--- config.mk ---
export PLATFORM = sky130hd
export DESIGN_NAME = uart_rx_cmd_parser
export DESIGN_NICKNAME = d
export VERILOG_FILES = /design/src/rtl/uart_cmd_pkg.sv /design/src/rtl/uart_done_sync.sv /design/src/rtl/uart_rx_cmd_parser.sv
export SDC_FILE = /design/constraint.sdc
export NUM_CORES = 1
export LEC_CHECK = 0
export CORE_ASPECT_RATIO = 0.7
export CORE_MARGIN = 3
export CORE_UTILIZATION = 35
export DETAILED_ROUTE_END_ITERATION = 10
export GPL_TIMING_DRIVEN = 0
export PLACE_DENSITY = 0.52
export SYNTH_ARGS = -nofsm -noshare
export SYNTH_HDL_FRONTEND = slang
export SYNTH_SLANG_ARGS = --single-unit
--- constraint.sdc ---
create_clock -name clk -period 5.2 [get_ports clk]
set_input_delay 1.3 -clock clk [delete_from_list [all_inputs] [get_ports clk]]
set_output_delay 1.3 -clock clk [all_outputs]
set_load 0.02 [all_outputs]
--- src/rtl/uart_cmd_pkg.sv ---
// rtl/uart_cmd_pkg.sv - shared types, constants and helpers for the UART command parser
//
// Purpose : FSM state encoding, frame delimiter characters and an ASCII hex
//           digit decoder shared by the parser and its bench.
// Macro   : UART_CMD_CKSUM_EN adds the checksum states CK_HI / CK_LO.
package uart_cmd_pkg;

   localparam logic [7:0] ASCII_HASH = 8'h23;
   localparam logic [7:0] ASCII_CR   = 8'h0D;

   typedef enum logic [2:0] {
      ST_IDLE,
      ST_CMD,
      ST_ARG_HI,
      ST_ARG_LO,
`ifdef UART_CMD_CKSUM_EN
      ST_CK_HI,
      ST_CK_LO,
`endif
      ST_TERM
   } state_e;

   // Returns {valid, nibble}; nibble is zero when the character is not hex.
   function automatic logic [4:0] hex2nib(input logic [7:0] c);
      logic [4:0] r;
      r = 5'd0;
      if (c >= 8'h30 && c <= 8'h39) begin
         r = {1'b1, c[3:0]};
      end else if ((c >= 8'h41 && c <= 8'h46) || (c >= 8'h61 && c <= 8'h66)) begin
         // 'A'/'a' have low nibble 1, so adding 9 maps them onto 10..15.
         r = {1'b1, c[3:0] + 4'd9};
      end
      return r;
   endfunction

endpackage

--- src/rtl/uart_done_sync.sv ---
// rtl/uart_done_sync.sv - two-flop synchroniser with registered rising-edge pulse
//
// Purpose : brings an asynchronous done level into clk_i and turns each rise
//           into a single-cycle pulse, three clocks after the rise.
// Ports   : clk_i   - destination clock
//           rst_i   - asynchronous active-high reset
//           async_i - asynchronous level (e.g. rxDone / txDone)
//           rise_o  - combinational edge detect, one cycle ahead of pulse_o
//           pulse_o - registered one-cycle pulse per rising edge of async_i
module uart_done_sync (
   input  logic clk_i,
   input  logic rst_i,
   input  logic async_i,
   output logic rise_o,
   output logic pulse_o
);

   logic meta_q;
   logic sync_q;
   logic prev_q;
   logic pulse_q;

   assign rise_o  = sync_q & ~prev_q;
   assign pulse_o = pulse_q;

   always_ff @(posedge clk_i or posedge rst_i) begin
      if (rst_i) begin
         meta_q  <= 1'b0;
         sync_q  <= 1'b0;
         prev_q  <= 1'b0;
         pulse_q <= 1'b0;
      end else begin
         meta_q  <= async_i;
         sync_q  <= meta_q;
         prev_q  <= sync_q;
         pulse_q <= rise_o;
      end
   end

endmodule

--- src/rtl/uart_rx_cmd_parser.sv ---
// rtl/uart_rx_cmd_parser.sv - ASCII command frame parser behind the UART receiver
//
// Purpose : assembles frames '#' CMD HH CR (or '#' CMD HH KK CR with
//           UART_CMD_CKSUM_EN defined, KK = CMD ^ ARG) from received bytes and
//           emits one decoded command per good frame.
// Ports   : clk, rst              - system clock, async active-high reset
//           rx_data, rx_done,
//           rx_err                - receiver byte, async done level, framing error
//           cmd_valid             - one-cycle pulse, cmd_code/cmd_arg are new
//           cmd_code, cmd_arg     - command character and decoded argument
//           frame_err             - one-cycle pulse per rejected frame
//           err_count             - saturating rejected frame count
//           busy                  - frame in progress
module uart_rx_cmd_parser
   import uart_cmd_pkg::*;
#(
   parameter int unsigned CLOCK_RATE     = 66000000,
   parameter int unsigned TIMEOUT_CYCLES = 6600000,
   parameter int unsigned ERR_CNT_W      = 8
) (
   input  logic                 clk,
   input  logic                 rst,
   input  logic [7:0]           rx_data,
   input  logic                 rx_done,
   input  logic                 rx_err,
   output logic                 cmd_valid,
   output logic [7:0]           cmd_code,
   output logic [7:0]           cmd_arg,
   output logic                 frame_err,
   output logic [ERR_CNT_W-1:0] err_count,
   output logic                 busy
);

   localparam int unsigned TO_W = (TIMEOUT_CYCLES > 2) ? $clog2(TIMEOUT_CYCLES) : 1;

   // The clock rate only documents where TIMEOUT_CYCLES came from; a zero rate
   // would mean the timeout was never derived, so nothing extra is built.
   if (CLOCK_RATE == 0) begin : g_no_clock_rate
   end

   logic            byte_rise;
   logic            byte_stb;
   logic [7:0]      hold_data_q;
   logic            hold_err_q;
   logic [TO_W-1:0] to_cnt_q;
   logic            timeout;
   logic [4:0]      nib;

   state_e          state_q, state_d;
   logic [7:0]      code_q, code_d;
   logic [7:0]      arg_q, arg_d;
   logic            valid_d, err_d;
   logic            cmd_valid_q, frame_err_q;
   logic [7:0]      cmd_code_q, cmd_arg_q;
   logic [ERR_CNT_W-1:0] err_cnt_q;
`ifdef UART_CMD_CKSUM_EN
   logic [7:0]      ck_q, ck_d;
`endif

   uart_done_sync u_done_sync (
      .clk_i   (clk),
      .rst_i   (rst),
      .async_i (rx_done),
      .rise_o  (byte_rise),
      .pulse_o (byte_stb)
   );

   // Loaded on the edge that raises byte_stb, so the holding register is
   // already valid during the strobe cycle and costs no extra latency.
   always_ff @(posedge clk or posedge rst) begin
      if (rst) begin
         hold_data_q <= 8'd0;
         hold_err_q  <= 1'b0;
      end else if (byte_rise) begin
         hold_data_q <= rx_data;
         hold_err_q  <= rx_err;
      end
   end

   always_ff @(posedge clk or posedge rst) begin
      if (rst) begin
         to_cnt_q <= '0;
      end else if (byte_stb || state_q == ST_IDLE) begin
         to_cnt_q <= '0;
      end else begin
         to_cnt_q <= to_cnt_q + 1'b1;
      end
   end

   assign timeout = (state_q != ST_IDLE) && (to_cnt_q == TO_W'(TIMEOUT_CYCLES - 1));
   assign nib     = hex2nib(hold_data_q);

   always_comb begin
      state_d = state_q;
      code_d  = code_q;
      arg_d   = arg_q;
`ifdef UART_CMD_CKSUM_EN
      ck_d    = ck_q;
`endif
      valid_d = 1'b0;
      err_d   = 1'b0;
      if (byte_stb) begin
         if (state_q != ST_IDLE && hold_err_q) begin
            err_d   = 1'b1;
            state_d = ST_IDLE;
         end else if (state_q != ST_IDLE && hold_data_q == ASCII_HASH) begin
            // A fresh '#' mid-frame starts a new frame right away.
            err_d   = 1'b1;
            state_d = ST_CMD;
         end else begin
            case (state_q)
               ST_IDLE: begin
                  if (!hold_err_q && hold_data_q == ASCII_HASH) state_d = ST_CMD;
               end
               ST_CMD: begin
                  code_d  = hold_data_q;
                  state_d = ST_ARG_HI;
               end
               ST_ARG_HI, ST_ARG_LO: begin
                  if (nib[4]) begin
                     arg_d = {arg_q[3:0], nib[3:0]};
`ifdef UART_CMD_CKSUM_EN
                     state_d = (state_q == ST_ARG_HI) ? ST_ARG_LO : ST_CK_HI;
`else
                     state_d = (state_q == ST_ARG_HI) ? ST_ARG_LO : ST_TERM;
`endif
                  end else begin
                     err_d   = 1'b1;
                     state_d = ST_IDLE;
                  end
               end
`ifdef UART_CMD_CKSUM_EN
               ST_CK_HI: begin
                  if (nib[4]) begin
                     ck_d    = {ck_q[3:0], nib[3:0]};
                     state_d = ST_CK_LO;
                  end else begin
                     err_d   = 1'b1;
                     state_d = ST_IDLE;
                  end
               end
               ST_CK_LO: begin
                  if (nib[4] && ({ck_q[3:0], nib[3:0]} == (code_q ^ arg_q))) begin
                     ck_d    = {ck_q[3:0], nib[3:0]};
                     state_d = ST_TERM;
                  end else begin
                     err_d   = 1'b1;
                     state_d = ST_IDLE;
                  end
               end
`endif
               ST_TERM: begin
                  if (hold_data_q == ASCII_CR) valid_d = 1'b1;
                  else                         err_d   = 1'b1;
                  state_d = ST_IDLE;
               end
               default: state_d = ST_IDLE;
            endcase
         end
      end else if (timeout) begin
         err_d   = 1'b1;
         state_d = ST_IDLE;
      end
   end

   always_ff @(posedge clk or posedge rst) begin
      if (rst) begin
         state_q     <= ST_IDLE;
         code_q      <= 8'd0;
         arg_q       <= 8'd0;
`ifdef UART_CMD_CKSUM_EN
         ck_q        <= 8'd0;
`endif
         cmd_valid_q <= 1'b0;
         frame_err_q <= 1'b0;
         cmd_code_q  <= 8'd0;
         cmd_arg_q   <= 8'd0;
         err_cnt_q   <= '0;
      end else begin
         state_q     <= state_d;
         code_q      <= code_d;
         arg_q       <= arg_d;
`ifdef UART_CMD_CKSUM_EN
         ck_q        <= ck_d;
`endif
         cmd_valid_q <= valid_d;
         frame_err_q <= err_d;
         if (valid_d) begin
            cmd_code_q <= code_q;
            cmd_arg_q  <= arg_q;
         end
         if (err_d && err_cnt_q != '1) err_cnt_q <= err_cnt_q + 1'b1;
      end
   end

   assign cmd_valid = cmd_valid_q;
   assign cmd_code  = cmd_code_q;
   assign cmd_arg   = cmd_arg_q;
   assign frame_err = frame_err_q;
   assign err_count = err_cnt_q;
   assign busy      = (state_q != ST_IDLE);

endmodule

==> results of run 1 <==
## cell families (layout without fill, tap and decap cells)
kind of cell | Yosys count | count (layout)
buffers and inverters | 18 | 73
XOR/XNOR | 28 | 28
adder cells (fa/ha/maj) | 5 | 5
AO/OA/AOI/OAI | 25 | 25
AND/OR/NAND/NOR | 158 | 158
multiplexers | 21 | 21
flip-flops | 81 | 81
## per-stage QoR
step,worst slack [ps],hold WS (ps)
2_1_floorplan,1820,331
3_3_place_gp,396,332
3_5_place_dp,2370,340
4_1_cts,1990,353
5_1_grt,1900,365
6_report,2030,352
## per-layer routing
| metal | routed length [um] | vias to the layer above | part of all wire, % | global-route usage [%] |
|---|---|---|---|---|
| met5 | 0 | - | 0 | 0 |
| met4 | 108 | 0 | 1.5 | 4.82 |
| met3 | 413 | 9 | 5.8 | 4.73 |
| met1 | 3860 | 1143 | 54 | 19.9 |
| li1 | - | 1247 | - | - |
| met2 | 2760 | 57 | 39 | 18.3 |
## synthesized netlist by cell type (2+ instances only)
cell type / n
a21oi_1: 4
and2_1: 2
and3_1: 6
and4_1: 2
buf_2: 3
clkbuf_1: 5
dfrtp_1: 81
ha_1: 5
inv_1: 9
mux2_2: 19
nand2_1: 72
nand3_1: 13
nand4_1: 6
nor2_1: 27
nor2b_1: 3
nor3_1: 4
nor3b_1: 4
nor4_1: 3
nor4_2: 2
nor4b_1: 2
o21ai_0: 13
or3_1: 3
xnor2_1: 8
xor2_1: 20
## report_power, final
group          switching [mW]  total [mW]  internal (mW)
Combinational           0.152       0.275          0.123
Sequential             0.0605       0.745          0.685
Clock                   0.260       0.636          0.376
## worst paths after layout
| path | slack, ps | startpoint | to |
|---|---|---|---|
| hold reg to reg | 350 | u_done_sync.meta_q$_DFF_PP0_ | u_done_sync.sync_q$_DFF_PP0_ |
| hold / removal | 350 | u_done_sync.meta_q$_DFF_PP0_ | u_done_sync.sync_q$_DFF_PP0_ |
| min in group asynchronous | 1370 | rst | to_cnt_q[4]$_DFF_PP0_ |
| setup / recovery | 2030 | state_q[1]$_DFFE_PP0P_ | busy |
| max in group asynchronous | 3260 | rst | frame_err$_DFF_PP0_ |
| setup reg to reg | 2650 | hold_data_q[0]$_DFFE_PP0P_ | arg_q[4]$_DFFE_PP0P_ |
## sequential cells by signal, summed over array words and instances (netlist names)
| register | cells |
|---|---|
| arg_q | 8 |
| cmd_arg | 8 |
| cmd_code | 8 |
| cmd_valid | 1 |
| code_q | 8 |
| err_count | 8 |
| frame_err | 1 |
| hold_data_q | 8 |
| hold_err_q | 1 |
| state_q | 3 |
| to_cnt_q | 23 |
| u_done_sync.meta_q | 1 |
| u_done_sync.prev_q | 1 |
| u_done_sync.pulse_o | 1 |
| u_done_sync.sync_q | 1 |
## cell type report
cell class,instances,area [um2],area share [%]
Sequential cell,81,2030,45.2
Multi-Input combinational cell,237,1510,33.6
Timing Repair Buffer,39,408,9.10
Clock buffer,9,225,5.03
Tap cell,128,160,3.57
Clock inverter,7,80.1,1.79
Inverter,10,40.0,0.893
Buffer,8,33.8,0.754
## critical path, cell delays in order, from the launching register on
cell             delay (ps)
dfrtp_1                 470
nor3_1                  330
inv_1                   160
clkdlybuf4s50_1         570
==> metrics.csv, run 1 <==
metric,value,unit
drt drc,0,
# clock sinks,81,
syn_area_per_cell,10.7,um2
"Primary FF master, synth",dfrtp_1,
total track usage,13.6,%
"leading cell type in the layout, fill and taps excluded",dfrtp_1,
Slew Limit Fails,0,
Final HPWL DP,5150,um
# diodes,0,
CP Launch Type,flop,
"Data required, critical path",3900,ps
largest net degree at the start of global routing,43,
dpl cells,503,
placed cell areas,0.00418,mm2
port bufs,38,
drt wl/cell,13.8,um
core area,0.00987,mm2
Clock Path Buffers,2,
combinational family with the most area after synthesis,simple AND/OR/NAND/NOR gates,
initial antenna violation count,0,
die span in x,127,um
largest area contributor in the netlist,dfrtp_1,
Clock transition at path regs,60,ps
"Core Util, Final",45.4,%
unrepaired setup endpoints after global routing,false,
Root Driver,clkbuf_16,
asr flop ratio synth,100,%
"Cell Count, Final, Fillers Out",519,
GR Overflow Total,0,
fraction of synthesized cell area in xor and xnor cells,6.80,%
post-cts resize count,0,
Post-Layout Inst Area,0.00448,mm2
synth unique cells,44,
vias in the first global route,2498,
Initial Util,36.5,%
MaxCap Viol Count,0,
Final Hold Violating Endpoints,0,
# nets final,403,
die height,90.9,um
final WL,7140,um
Worst Hold Path Cells,0,
remaining antenna violation count,0,
YS warnings,0,
Post-CTS Setup Repair Bufs,0,
"EDFF count, synth",0,
most frequent cells in the layout,"81 x dfrtp_1, 72 x nand2_1, 38 x clkdlybuf4s50_1",
VDD IR max,0.314,mV
synthesized area,0.00361,mm2
first-pass GRT wire length,12400,um
GP Congestion,0.789,
Area Growth Syn to Fin,24.3,%
clock insertion delay at the later pin of the skew report,340,ps
f_max,316,MHz
layout cells sized above 1,12.8,%
Rel. slew slack,57.2,%
Setup Crit Path Kind,flop to output pin,
"flops & latches, synth",81,
DR pass1 iterations,4,
PD cells,369,mW/mm2
final setup TNS,0,ps
post-synthesis mux area share,6.63,%
top cell type's share of synthesized area,56.2,%
die area,0.0116,mm2
WP data arrival,1870,ps
adder-cell share of the synthesized area,1.73,%
I/O pin total,39,
via/cell ratio,4.73,
worst hold path class,flop to flop,
Compound-Gate Fraction of Synth Area,4.82,%
final setup vio count,0,
fin crit share,60.9,%
"Max FO, Critical Path",7,
Synth area leaders,"dfrtp_1 56%, nand2_1 7.5%, mux2_2 5.9%",
post-synthesis sequential area ratio,56.2,%
Post-Synth Simple-Gate Area,21.8,%
cell leakage power,2.00,nW
crit path time final,3170,ps
Hold Buf Count CTS,0,
FILL cells,929,
Gate Count Post-Synth,336,
status,completed,
total CTS buffers,9,
R2R depth,8,
Via Count,2456,
initial detailed-routing violation count,136,
crit end category,output pin,
skew final,6.32,ps
CTS tree,built,
Least-Margin Pin Slew,637,ps
Final Power,1.66,mW
Cell Rows,30,
# H-tree levels,3,
syn_nets,353,
Note: power is estimated with default switching activity, not from simulation.
==> inputs of run 2 (changes only) <==
PLACE_DENSITY = 0.54   (was 0.52)
clock period = 2.8 ns   (was 5.2 ns; I/O delays follow)
==> run 2 against run 1 <==
  * Count of clock-buffer cells in the layout did not move
  * Sequential cell count unchanged
  * Total power rose by 82%
  * Cell count did not move
  * Critical path depth stayed put
  * Via count rose by 2.9%
  * Final area is 0.59% lower
  * Die area stayed put
  * Largest power group unchanged
  * Sequential power is 85% higher
  * Worst setup slack worse by 1800 ps
  * Utilization shrank 0.27 points
==> metrics.csv, run 2 (synthesis gave the netlist of run 1 again) <==
metric,value,unit,change
die height,90.9,um,unchanged
max reg flops,23,,unchanged
final worst slack,210,ps,-1820 ps
crit path time final,2590,ps,
GP Congestion,0.781,,-0.99%
drt wl/cell,14.0,um,+1.7%
port bufs,38,,unchanged
# clock sinks,81,,unchanged
total CTS buffers,9,,unchanged
Post-Layout Inst Area,0.00446,mm2,-0.59%
Clock Path Buffers,2,,unchanged
Logic pwr share,17.1,%,+0.5 points
Final HPWL DP,5070,um,-1.6%
WP data arrival,1890,ps,+20 ps
Post-CTS Setup Repair Bufs,0,,unchanged
skew final,9.13,ps,+2.81 ps
cells along the critical path,"nor3_1, inv_1, clkdlybuf4s50_1",,
DR pass1 iterations,4,,unchanged
cell leakage power,1.99,nW,-0.67%
placed cell areas,0.00418,mm2,unchanged
clock power share,36.9,%,-1.5 points
status,completed,,
"worst slack, placed",215,ps,-2150 ps
remaining antenna violation count,0,,unchanged
"Max FO, Critical Path",7,,unchanged
layout cells sized above 1,12.8,%,unchanged
via/cell ratio,4.87,,+2.9%
I/O pin total,39,,unchanged
total track usage,13.6,%,+0.062 points
Slew Limit Fails,0,,unchanged
drt drc,0,,unchanged
# diodes,0,,unchanged
GR Overflow Total,0,,unchanged
# nets final,403,,unchanged
Reg with most FFs,to_cnt_q,,
Hold Buf Count CTS,0,,unchanged
Final Hold Violating Endpoints,0,,unchanged
Crit path largest cell delay,570,ps,about the same
final WL,7260,um,+1.7%
"Cell Count, Final, Fillers Out",519,,unchanged
unrepaired setup endpoints after global routing,false,,
f_max,386,MHz,
Final Power,3.01,mW,+82%
fin crit share,92.5,%,
MaxCap Viol Count,0,,unchanged
vias in the first global route,2462,,-1.4%
"Slowest-stage cell, CP",clkdlybuf4s50_1,,
first-pass GRT wire length,12600,um,+1.7%
"leading cell type in the layout, fill and taps excluded",dfrtp_1,,
clock insertion delay at the later pin of the skew report,340,ps,about the same
Power Internal,2.11,mW,+78%
Root Driver,clkbuf_16,,
Sw Ratio,29.9,%,+1.3 points
die area,0.0116,mm2,unchanged
Rel. slew slack,58.1,%,+0.91 points
Setup Crit Path Kind,flop to output pin,,
WP buf/inv,2,,unchanged
Area Growth Syn to Fin,23.6,%,
Via Count,2528,,+2.9%
initial detailed-routing violation count,96,,-29%
"Data required, critical path",2100,ps,-1800 ps
largest net degree at the start of global routing,45,,+4.7%
CTS tree,built,,
"Core Util, Final",45.1,%,-0.27 points
core area,0.00987,mm2,unchanged
switching power total,0.899,mW,+90%
PD cells,675,mW/mm2,+83%
Initial Util,36.5,%,unchanged
post-cts resize count,0,,unchanged
sequential share of power,46.0,%,+1.0 points
worst hold path class,flop to flop,,
"delay-heaviest family, CP",buffers and inverters,,
# H-tree levels,3,,unchanged
dpl cells,503,,unchanged
final setup vio count,0,,unchanged
initial antenna violation count,0,,unchanged
die span in x,127,um,unchanged
Clock transition at path regs,60,ps,about the same
Cell Rows,30,,unchanged
crit end category,output pin,,
Least-Margin Pin Slew,623,ps,-13.5 ps
VDD IR max,0.333,mV,+5.9%
CP Launch Type,flop,,
most frequent cells in the layout,"81 x dfrtp_1, 72 x nand2_1, 38 x clkdlybuf4s50_1",,
==> run 2: cell types whose count changed in the layout (fill, tap and decap cells not counted), sizes merged <==
cell      previous run  this run
bufinv               1         0
clkinv               4         2
clkinvlp             2         3
inv                 10        12
==> run 2: routing by layer <==
| metal | share of wire [%] | global-route usage (%) | wire, um | up-vias |
|---|---|---|---|---|
| li1 | - | - | - | 1235 |
| met2 | 38 | 16.9 | 2780 | 50 |
| met4 | 1.5 | 4.55 | 106 | 0 |
| met5 | 0 | 0 | 0 | - |
| met3 | 4.9 | 4.85 | 354 | 10 |
| met1 | 55 | 21.4 | 4030 | 1233 |
==> run 2: power by group through the flow <==
stage                     registers (mW)  clock network (mW)  logic (mW)
after global routing                1.40                1.19       0.571
after global placement              1.40                   0       0.509
after floorplan                     1.40                   0       0.326
final                               1.38                1.11       0.513
after detailed placement            1.40                   0       0.522
after CTS                           1.38                1.15       0.523
==> run 2: area by class of cell <==
class | count | area (um2)
plain buffers | 8 | 33.8
fillers | 936 | 5420
flip-flops and latches | 81 | 2030
multi-input cells | 237 | 1510
clock buffers | 9 | 225
repair buffers | 39 | 408
clock inverters | 7 | 53.8
well taps | 128 | 160
inverters | 10 | 40.0
==> run 2: worst paths after layout <==
| check | startpoint | end | slack (ps) | cells after the start |
|---|---|---|---|---|
| max | state_q[1]$_DFFE_PP0P_ | busy | 210 | 3 |
| min | u_done_sync.meta_q$_DFF_PP0_ | u_done_sync.sync_q$_DFF_PP0_ | 350 | 0 |
| max reg2reg | hold_data_q[1]$_DFFE_PP0P_ | arg_q[4]$_DFFE_PP0P_ | 220 | 8 |
| min reg2reg | u_done_sync.meta_q$_DFF_PP0_ | u_done_sync.sync_q$_DFF_PP0_ | 350 | 0 |
| max in group asynchronous | rst | to_cnt_q[18]$_DFF_PP0_ | 1460 | 3 |
| min in group asynchronous | rst | cmd_code[6]$_DFFE_PP0P_ | 750 | 2 |
==> run 2: worst register-to-register path: stages (launching register included) <==
cell and delay [ps]:
dfrtp_1 420, inv_1 110, ha_1 210, o21bai_1 180
a21oi_2 120, a41oi_1 490, nand3b_1 320, buf_2 260
mux2_2 350
==> run 2: through the flow <==
step | TNS (ps) | hold slack (ps)
2_1_floorplan | 0 | 331
3_3_place_gp | -111480 | 332
3_5_place_dp | 0 | 338
4_1_cts | 0 | 352
5_1_grt | 0 | 353
6_report | 0 | 350
